===== src/rtl/ifetch_pkg.sv =====
// Shared types for the instruction fetch unit: FSM encodings, alignment mask, FIFO entry.
package ifetch_pkg;

  typedef enum logic [1:0] {
    IDLE  = 2'd0,
    FETCH = 2'd1,
    DROP  = 2'd2
  } state_t;

  localparam logic [31:0] WORD_MASK = 32'hFFFF_FFFC;

  typedef struct packed {
    logic [31:0] pc;
    logic [31:0] inst;
  } fetch_entry_t;

endpackage


===== src/rtl/ifetch_fifo.sv =====
// Prefetch FIFO of {pc, inst} entries; head is read straight from the storage registers.
// Latency: a push is visible at the head the cycle after the edge. Clear wins over push/pop.
module ifetch_fifo
  import ifetch_pkg::*;
#(
  parameter int DEPTH = 2
) (
  input  logic                     clk,
  input  logic                     rst_n,
  input  logic                     push,
  input  logic                     pop,
  input  logic                     clear,
  input  fetch_entry_t             wdata,
  output fetch_entry_t             head,
  output logic [$clog2(DEPTH):0]   count,
  output logic                     full,
  output logic                     empty
);

  localparam int AW = $clog2(DEPTH);
  localparam logic [AW-1:0] PTR_ONE  = 1;
  localparam logic [AW:0]   CNT_ONE  = 1;
  localparam logic [AW:0]   CNT_FULL = (AW+1)'(DEPTH);

  fetch_entry_t  mem [DEPTH];
  logic [AW-1:0] wr_ptr;
  logic [AW-1:0] rd_ptr;

  always_ff @(posedge clk or negedge rst_n) begin
    if (!rst_n) begin
      wr_ptr <= '0;
      rd_ptr <= '0;
      count  <= '0;
      for (int i = 0; i < DEPTH; i++) mem[i] <= '0;
    end else if (clear) begin
      wr_ptr <= '0;
      rd_ptr <= '0;
      count  <= '0;
    end else begin
      if (push) begin
        mem[wr_ptr] <= wdata;
        wr_ptr      <= wr_ptr + PTR_ONE;
      end
      if (pop) rd_ptr <= rd_ptr + PTR_ONE;
      case ({push, pop})
        2'b10:   count <= count + CNT_ONE;
        2'b01:   count <= count - CNT_ONE;
        default: count <= count;
      endcase
    end
  end

  assign head  = mem[rd_ptr];
  assign full  = (count == CNT_FULL);
  assign empty = (count == '0);

endmodule


===== src/rtl/ifetch.sv =====
// Instruction fetch: issues word fetches at the current PC, buffers {pc, inst} toward decode.
// Ack in cycle N shows at the head in N+1; requests stop while the FIFO is full.
module ifetch
  import ifetch_pkg::*;
#(
  parameter int DEPTH = 2
) (
  input  logic        clk,
  input  logic        rst_n,
  input  logic [31:0] i_pc,
  input  logic        i_flush,
  output logic        o_pc_step,
  output logic        o_imem_req,
  output logic [31:0] o_imem_addr,
  input  logic        i_imem_ack,
  input  logic [31:0] i_imem_rdata,
  output logic        o_inst_valid,
  output logic [31:0] o_inst,
  output logic [31:0] o_inst_pc,
  input  logic        i_inst_ready
);

  state_t       state;
  state_t       state_nxt;
  logic [31:0]  drop_addr;
  logic         latch_drop;
  logic         push;
  logic         pop;
  logic         full;
  logic         empty;
  logic [$clog2(DEPTH):0] count;
  fetch_entry_t head;
  fetch_entry_t wdata;

  always_comb begin
    state_nxt   = state;
    o_imem_req  = 1'b0;
    o_imem_addr = i_pc & WORD_MASK;
    o_pc_step   = 1'b0;
    push        = 1'b0;
    latch_drop  = 1'b0;
    case (state)
      IDLE: state_nxt = FETCH;
      FETCH: begin
        o_imem_req = !full;
        if (!full) begin
          if (i_imem_ack && !i_flush) begin
            push      = 1'b1;
            o_pc_step = 1'b1;
          end else if (i_flush && !i_imem_ack) begin
            latch_drop = 1'b1;
            state_nxt  = DROP;
          end
        end
      end
      DROP: begin
        // The memory still owes us the old fetch; keep it stable and swallow the reply.
        o_imem_req  = 1'b1;
        o_imem_addr = drop_addr;
        if (i_imem_ack) state_nxt = FETCH;
      end
      default: state_nxt = IDLE;
    endcase
  end

  always_ff @(posedge clk or negedge rst_n) begin
    if (!rst_n) begin
      state     <= IDLE;
      drop_addr <= '0;
    end else begin
      state <= state_nxt;
      if (latch_drop) drop_addr <= o_imem_addr;
    end
  end

  assign pop   = o_inst_valid && i_inst_ready && !i_flush;
  assign wdata = '{pc: o_imem_addr, inst: i_imem_rdata};

  ifetch_fifo #(.DEPTH(DEPTH)) u_fifo (
    .clk   (clk),
    .rst_n (rst_n),
    .push  (push),
    .pop   (pop),
    .clear (i_flush),
    .wdata (wdata),
    .head  (head),
    .count (count),
    .full  (full),
    .empty (empty)
  );

  assign o_inst_valid = !empty;
  assign o_inst       = head.inst;
  assign o_inst_pc    = head.pc;

endmodule

===== config.mk =====
export PLATFORM = sky130hd
export DESIGN_NAME = ifetch
export DESIGN_NICKNAME = d
export VERILOG_FILES = /design/src/rtl/ifetch_pkg.sv /design/src/rtl/ifetch_fifo.sv /design/src/rtl/ifetch.sv
export SDC_FILE = /design/constraint.sdc
export NUM_CORES = 1
export LEC_CHECK = 0
export ABC_AREA = 1
export CAP_MARGIN = 20
export CORE_AREA = 2 2 125 127
export CTS_CLUSTER_SIZE = 28
export DETAILED_ROUTE_END_ITERATION = 16
export DIE_AREA = 0 0 127 129
export PLACE_DENSITY_LB_ADDON = 0.1
export SETUP_SLACK_MARGIN = 0.5
export SYNTH_ARGS = -nofsm -noshare
export SYNTH_HDL_FRONTEND = slang
export SYNTH_SLANG_ARGS = --single-unit
export TNS_END_PERCENT = 100

===== constraint.sdc =====
create_clock -name clk -period 2.05 [get_ports clk]
set_input_delay 0.41 -clock clk [delete_from_list [all_inputs] [get_ports clk]]
set_output_delay 0.41 -clock clk [all_outputs]
set_load 0.01 [all_outputs]

# Yosys cells after proc, flatten, opt, wreduce, memory -nomap -nowiden
# Cells that the tools add are included.
# Widths: inputs -> output; s select.
dict set report word_totals {
  regBits 166
  latchBits 0
  ram_bits 0
  romBits 0
  in_bits 69
  out_inout_bits 99
  memories 0
}
dict set report op_classes {
  add_sub_neg 4
  multipliers 0
  div 0
  order_cmp 3
  eq_ne 9
  shift 0
  muxes 26
  n_bitwise 3
  reduce_logical 16
}
# operator count
set ops {}
lappend ops {{$mux 64} 4}
lappend ops {{$bwmux 128} 1}
lappend ops {{$demux 64 s1} 1}
lappend ops {{$mux 32} 1}
lappend ops {{$mux 1} 11}
lappend ops {{$mux 2} 5}
lappend ops {{$ne 2x2->1 const B} 4}
lappend ops {{$eq 2x2->1 const B} 3}
lappend ops {{$pmux 2 s3} 1}
lappend ops {{$logic_and 1x1->1} 5}
lappend ops {{$eq 2x1->1 const B} 2}
lappend ops {{$ge 2x2->1 const B} 2}
lappend ops {{$logic_not 1->1} 4}
lappend ops {{$logic_not 2->1} 2}
lappend ops {{$not 1->2} 2}
lappend ops {{$pmux 2 s2} 1}
lappend ops {{$reduce_and 4->1} 1}
lappend ops {{$reduce_bool 2->1} 2}
lappend ops {{$reduce_bool 3->1} 1}
lappend ops {{$add 1x1->1 const B} 2}
lappend ops {{$add 2x1->2 const B} 1}
lappend ops {{$lt 2x1->1 const B} 1}
lappend ops {{$pmux 1 s2} 1}
lappend ops {{$reduce_and 2->1} 1}
lappend ops {{2 further kinds} 2}

# Logic depth before layout (Yosys ltp)
# Gate-level depths: netlist (run 1).
dict set report depth {
  depth_word 8
  depth_mapped 9
  ltp_nobuf 8
}

# Hierarchy
# From an unflattened synthesis (run 1), not the netlist that was laid out.
dict set report unflattened {
  hier_cells 818
  area_unflattened_um2 7664.9
}
# module n_inst cells_per_inst area_each_um2 seq_area_each_um2
set modules_own_cells {}
lappend modules_own_cells {ifetch_fifo 1 578 5764.3 3303.2}
lappend modules_own_cells {ifetch 1 240 1900.6 850.8}

# Worst setup path before layout (run 1)
# Ideal clock, no wire load.
dict set report synth_path {
  path_type {flip-flop to output port}
  from {reg state[0]}
  to {out o_imem_addr[15]}
  arrival_ns 1.396
  required_time_ns 1.640
  setup_slack_ns 0.244
  path_stages_with_launch 6
  path_buffers 1
  path_cell_list {dfrtp_1 inv_1 ha_1 inv_2 clkbuf_1 o21ai_0}
}
dict set report synth_between {
  elab_chain_len 2
}
# item line_no
set synth_rtl {}
lappend synth_rtl {{start, declared} ifetch.sv:23} ;# state_t state;
lappend synth_rtl {{start signal, assigned} ifetch.sv:71} ;# state <= state_nxt;
lappend synth_rtl {{$eq 2x2->1} ifetch.sv:42} ;# case (state)
lappend synth_rtl {{$mux 32} ifetch.sv:42}
lappend synth_rtl {{end, declared} ifetch.sv:14} ;# output logic [31:0] o_imem_addr,
# Every way passes these cells.

# Worst setup path in the final report (run 1)
dict set report layout_path {
  from {reg state[1]}
  to {out o_imem_addr[9]}
}
# Same word-level chain as after synthesis.

==> results of run 1 <==
Yosys cell counts, drive strengths merged:
| library cell | number | area, um2 |
|---|---|---|
| a21boi | 2 | 15.0 |
| a21oi | 3 | 15.0 |
| buf | 27 | 183 |
| clkbuf | 26 | 97.6 |
| clkinv | 1 | 3.75 |
| dfrtp | 166 | 4150 |
| ha | 4 | 50.1 |
| inv | 106 | 398 |
| nand2 | 398 | 1500 |
| nand3 | 5 | 37.5 |
| nand4 | 2 | 12.5 |
| nor2 | 9 | 53.8 |
| o21a | 1 | 7.51 |
| o21ai | 191 | 971 |
registers in the layout, summed over array words and instances, names as in the netlist:
| name | cells |
|---|---|
| u_fifo.mem | 128 |
| state | 2 |
| drop_addr | 32 |
| u_fifo.wr_ptr | 1 |
| u_fifo.rd_ptr | 1 |
| u_fifo.count | 2 |
final timing paths:
path | start | end | slack [ns] | cells after the start
setup / recovery | state[1] | o_imem_addr[9] | -0.07 | 7
hold / removal | rst_n | drop_addr[17] | 0.48 | 2
setup reg to reg | state[1] | u_fifo.mem[116] | 0.23 | 10
hold reg to reg | u_fifo.mem[49] | u_fifo.mem[49] | 0.48 | 2
max in group asynchronous | rst_n | u_fifo.mem[105] | 0.87 | 3
min in group clk | u_fifo.mem[49] | u_fifo.mem[49] | 0.48 | 2
per-layer routing:
layer	routed length, um	up-vias
met5	0	-
met4	379	0
li1	-	3450
met1	9510	3550
met2	11900	254
met3	1310	40
critical path, stage by stage, from the launching register on:
cell,delay [ns]
dfrtp_1,0.43
ha_4,0.21
inv_8,0.10
buf_6,0.14
buf_12,0.13
nand2_2,0.06
o21ai_4,0.08
buf_6,0.13
timing repair:
| item | in CTS | in global routing |
|---|---|---|
| setup endpoints to repair | 228 | 261 |
| cloned | 16 | 4 |
| endpoints found under the hold margin | 41 | 0 |
| hold buffers | 1 | 0 |
| buffers inserted | 38 | 8 |
| resized for setup | 610 | 154 |
| pin swaps | 49 | 31 |
per-stage QoR:
stage                     instances  worst slack (ns)  hold WS, ns
after floorplan                 941             0.504        0.114
after global placement         1300            -0.172        0.376
final                          1398           -0.0664        0.475
after detailed placement       1300            -0.173        0.378
after CTS                      1386           -0.0639        0.474
after global routing           1398            -0.126        0.505
power groups by stage:
stage	Combinational [mW]	Clock (mW)	Sequential [mW]
final	8.19	3.24	5.46
after global placement	5.95	0	5.21
after detailed placement	6.05	0	5.26
after CTS	7.10	3.23	5.27
after global routing	8.83	3.40	5.60
after floorplan	3.32	0	5.11
kinds of logic (layout without fill, tap and decap cells):
kind of cell               count (synthesis)  in the layout  synth area share [%]
adders and majority gates                  4              4                 0.668
DFF                                      166            166                  55.4
and+or+nand+nor                          414            414                  21.4
AOI/OAI and AO/OA                        197            197                  13.5
buffers and inverters                    160            429                  9.10
area by class of cell:
| class | count | area share (%) |
|---|---|---|
| inverter | 107 | 3.44 |
| multi-input combinational | 615 | 30.4 |
| clock inverter | 8 | 0.773 |
| clock buffer | 23 | 4.00 |
| tap | 188 | 1.89 |
| sequential | 166 | 33.4 |
| timing repair buffer | 291 | 26.2 |
==> results.yml, run 1 <==
run_status:
  outcome: "finished, violations left"
  violations: "setup timing"
global_routing:
  grt_antenna_before_repair: 0
  grt_pass1_wl_mm: 35.5
  met3_usage_pct: 6.07
  grt_pass1_vias: 7213
  busiest_layer: "met2"
  grt_start_max_net_pins: 65
  grt_util_met1_pct: 35.3
  grt_util_all_layers_pct: 27.8
  grt_remaining_overflow: 0
  grt_util_met2_pct: 48.4
worst_setup_path:
  criticalPathCategory: "register to primary output"
  arrival_ns: 1.71
  critPathMaxFanout: 8
  end_kind: "primary output"
  startpoint_type: "register"
  crit_required_ns: 1.64
place:
  dp_hpwl_mm: 11.6
  place_congestion: 0.768
  place_area_mm2: 0.0101
  port_buffers: 165
floorplan:
  io_pins: 168
  initial_utilization_pct: 50.0
  core_area_mm2: 0.0150
  dieArea_mm2: 0.0164
  rows: 45
  die_w_um: 127
  die_h_um: 129
timing:
  slew_headroom_pct: 68.4
  finalSetupTns_ns: -1.28
  maxSlewViolCount: 0
  setup_viol: 42
  fin_skew_ns: 0.00825
  fin_ws_ns: -0.0664
  fin_crit_ns: 2.12
  rsz0062_at_grt: "yes"
  hold_viol: 0
  fin_crit_sh_pct: 103
  worst_pin_slew_ns: 0.475
  fmax_mhz: 473
power_and_ir_drop:
  cellLeakagePower_nw: 6.29
  seqPwrFrac_pct: 32.3
  p_per_area_mw_per_mm2: 1360
  internal_power_mw: 10.6
  combPwrFrac_pct: 48.5
  p_sw_mw: 6.27
  max-vdd-ir-drop_uv: 904
  swShare_pct: 37.1
  total_power_mw: 16.9
  p_clk_share_pct: 19.2
yosys:
  syn_avg_cell_area_um2: 7.96
  netlist_area_mm2: 0.00749
  ys_seq_area_share_pct: 55.4
  yosys_warnings: 0
  synth_cells: 941
  synthesis.nets: 1014
  synth_cell_type_count: 23
  yosys_register_bits: 166
layout:
  final_cell_mix: "nand2_1, dfrtp_1, inv_1"
  num-fill-cells: 859
  seqCellArea_mm2: 0.00416
  finalInstanceArea_mm2: 0.0125
  drive_above_1_share_pct: 37.9
  n_antenna_cell: 0
  multi_input_area_mm2: 0.00378
  syn_to_final_growth_pct: 66.2
  post-route-util_pct: 83.2
  fin_nets: 1271
  final_common_cell: "nand2_1"
routing:
  via_per_inst: 5.22
  drtAntennaViolNets: 0
  post_drt_wl_per_cell_um: 16.5
  dr.pass1.iters: 5
  routed_wl_mm: 23.1
  drt_iter0_markers: 539
  drcViolationCount: 0
  vias: 7294
clocking:
  clock-sinks: 166
  h-tree-depth: 4
  cts_buffers: 17
  cts_tree: "done"
  clk_latency_ns: 0.43
  clk_pin_slew_ns: 0.06
  clk_path_buf_depth: 2
  cts-root-buf: "clkbuf_16"
hold_path:
  min_path_type: "primary input to async pin"
flow_run:
  maxCapViolCount: 0
No activity file was read; power rests on OpenSTA's default activity.
==> run 2: changes to the inputs <==
- ABC_AREA: 1 -> not set
- CORE_AREA: 2 2 125 127 -> 2 2 128 130
- DIE_AREA: 0 0 127 129 -> 0 0 130 132
- SLEW_MARGIN: not set -> 0
==> run 2 against run 1 <==
Against the previous run:
- cell area increased by 2.2%
- power is 2.5% higher
- area after synthesis is 7.8% higher
- clock power fell by 3%
- the run still ends with setup timing left
- die area grew 4.7%
==> results.yml, run 2 <==
run_status:
  outcome: "finished, violations left"
  violations: "setup timing"
routing:
  drtAntennaViolNets: 0
  drcViolationCount: 0
  dr.pass1.iters: 4
  vias: 5326
  wl_met2_mm: 11.5
  wl_met3_mm: 1.10
  routed_wl_mm: 22.5
  met1Wirelength_mm: 9.44
  post_drt_wl_per_cell_um: 22.2
  via_per_inst: 5.26
  maxUsedRoutingLayer: "met4"
  drt_iter0_markers: 163
global_routing:
  grt_start_max_net_pins: 60
  grt_antenna_before_repair: 0
  grt_remaining_overflow: 0
  grt_util_all_layers_pct: 24.1
  grt_pass1_vias: 5742
  grt_pass1_wl_mm: 31.6
layout:
  multi_input_area_mm2: 0.00405
  drive_above_1_share_pct: 67.4
  finalInstanceArea_mm2: 0.0127
  syn_to_final_growth_pct: 57.5
  seqCellArea_mm2: 0.00416
  top_register: "u_fifo.mem"
  final_common_cell: "mux2_4"
  fin_nets: 857
  num-fill-cells: 827
  post-route-util_pct: 81.0
  final_cell_mix: "mux2_4, dfrtp_1, buf_6"
  finalNonFillerCells: 1013
  reg_top3: "u_fifo.mem: 128 flops, drop_addr: 32 flops"
  n_antenna_cell: 0
  largest_reg_flops: 128
power_and_ir_drop:
  total_power_mw: 17.3
  p_per_area_mw_per_mm2: 1360
  cellLeakagePower_nw: 6.32
  max-vdd-ir-drop_uv: 809
place:
  place_area_mm2: 0.0104
  pre_cts_ws_ns: -0.190
  port_buffers: 165
  dp.cells: 908
  dp_hpwl_mm: 11.9
  place_congestion: 0.773
floorplan:
  die_w_um: 130
  io_pins: 168
  die_h_um: 132
  dieArea_mm2: 0.0172
  rows: 46
  initial_utilization_pct: 51.4
  core_area_mm2: 0.0157
yosys:
  synth_edf_count: 0
  yosys_register_bits: 166
  ys_seq_area_share_pct: 51.4
  yosys_warnings: 0
  synthArstFlopShare_pct: 100
  synth_cell_type_count: 39
  synth.area.top_cells: "dfrtp_1, mux2_4, mux2_2"
  synth_commonest_cells: "dfrtp_1, mux2_2, mux2_4"
  synth_top_area_share_pct: 51.4
  synth-main-ff-cell: "dfrtp_1"
  yosys.cell_count.top_type: "dfrtp_1"
  netlist_area_mm2: 0.00808
  synthesis.nets: 568
  syn_avg_cell_area_um2: 16.3
  synth_cells: 495
  yosysTopAreaCell: "dfrtp_1"
timing:
  finalSetupTns_ns: -5.36
  setup_viol: 56
  fin_crit_sh_pct: 110
  fmax_mhz: 443
  whs_ns: 0.489
  slew_headroom_pct: 61.1
  fin_ws_ns: -0.206
  fin_crit_ns: 2.26
  maxSlewViolCount: 0
  hold_viol: 0
  rsz0062_at_grt: "yes"
  worst_pin_slew_ns: 0.584
  fin_skew_ns: 0.0104
clocking:
  clk_path_buf_depth: 2
  clk_pin_slew_ns: 0.06
  cts-root-buf: "clkbuf_16"
  cts_tree: "done"
  clock-sinks: 166
  h-tree-depth: 4
  clk_latency_ns: 0.43
  cts_buffers: 17
worst_setup_path:
  startpoint_type: "register"
  critPathMaxFanout: 6
  crit_path_cell_trace: "ha_4 > buf_6 > buf_12 > buf_16 > mux2_4 > buf_6"
  cp_slowest_cell: "dfrtp_1"
  crit_top_cell: "buf_6"
  r2r_start: "state[1]"
  startpoint: "state[1]"
  arrival_ns: 1.85
  path_delay_family: "buffers and inverters"
  end_kind: "primary output"
  crit_required_ns: 1.64
  path_buf_inv: 4
  cp_slowest_stage_delay_ns: 0.41
  criticalPathCategory: "register to primary output"
hold_path:
  min-delay-start: "drop_addr[1]"
  min_path_type: "register to register"
flow_run:
  maxCapViolCount: 0
==> run 2: worst paths after layout <==
path                                   to  slack, ns  depth (start not counted)
min                          drop_addr[1]       0.49                          1
max reg2reg                u_fifo.mem[40]       0.01                          9
max                        o_imem_addr[7]      -0.21                          6
min in group asynchronous  u_fifo.mem[94]       0.52                          2
max in group asynchronous  u_fifo.mem[44]       0.75                          3
min reg2reg                  drop_addr[1]       0.49                          1
==> run 2: cell families (layout without fill, tap and decap cells) <==
| family | count (synthesis) | in the layout | synth area share [%] |
|---|---|---|---|
| AO/OA/AOI/OAI | 17 | 17 | 1.42 |
| buffers and inverters | 32 | 334 | 3.64 |
| AND/OR/NAND/NOR | 23 | 23 | 2.14 |
| flip-flops | 166 | 166 | 51.4 |
| multiplexers | 252 | 252 | 40.7 |
| adder cells (fa/ha/maj) | 4 | 4 | 0.619 |
| XOR/XNOR | 1 | 1 | 0.108 |
==> run 2: power by group <==
part	leakage, nW	switching (mW)	internal, mW	total, mW
Combinational	3.97	2.80	5.68	8.48
Clock	0.278	1.38	1.76	3.14
Sequential	2.07	0.934	4.75	5.69
Total	6.32	5.12	12.2	17.3
==> run 2: layout make-up <==
type                    count  share of cell area, %
flip-flops and latches    166                   32.6
inverters                   4                  0.157
clock inverters            12                  0.944
clock buffers              20                   3.59
multi-input cells         297                   31.8
repair buffers            298                   28.7
well taps                 216                   2.12
==> run 2: what timing repair did <==
| item | 4_1_cts | 5_1_grt |
|---|---|---|
| endpoints found under the setup margin | 263 | 264 |
| hold buffers | 1 | 0 |
| gates resized for setup | 502 | 159 |
| buffers inserted | 32 | 15 |
| endpoints found under the hold margin | 56 | 0 |
| cloned | 11 | 14 |
| pin swaps | 2 | 8 |
==> run 2: per-layer routing <==
metal / track usage, % / up-vias
li1: - / 2366
met2: 41.2 / 146
met1: 30.1 / 2785
met4: 7.11 / 0
met5: 0 / -
met3: 6.05 / 29
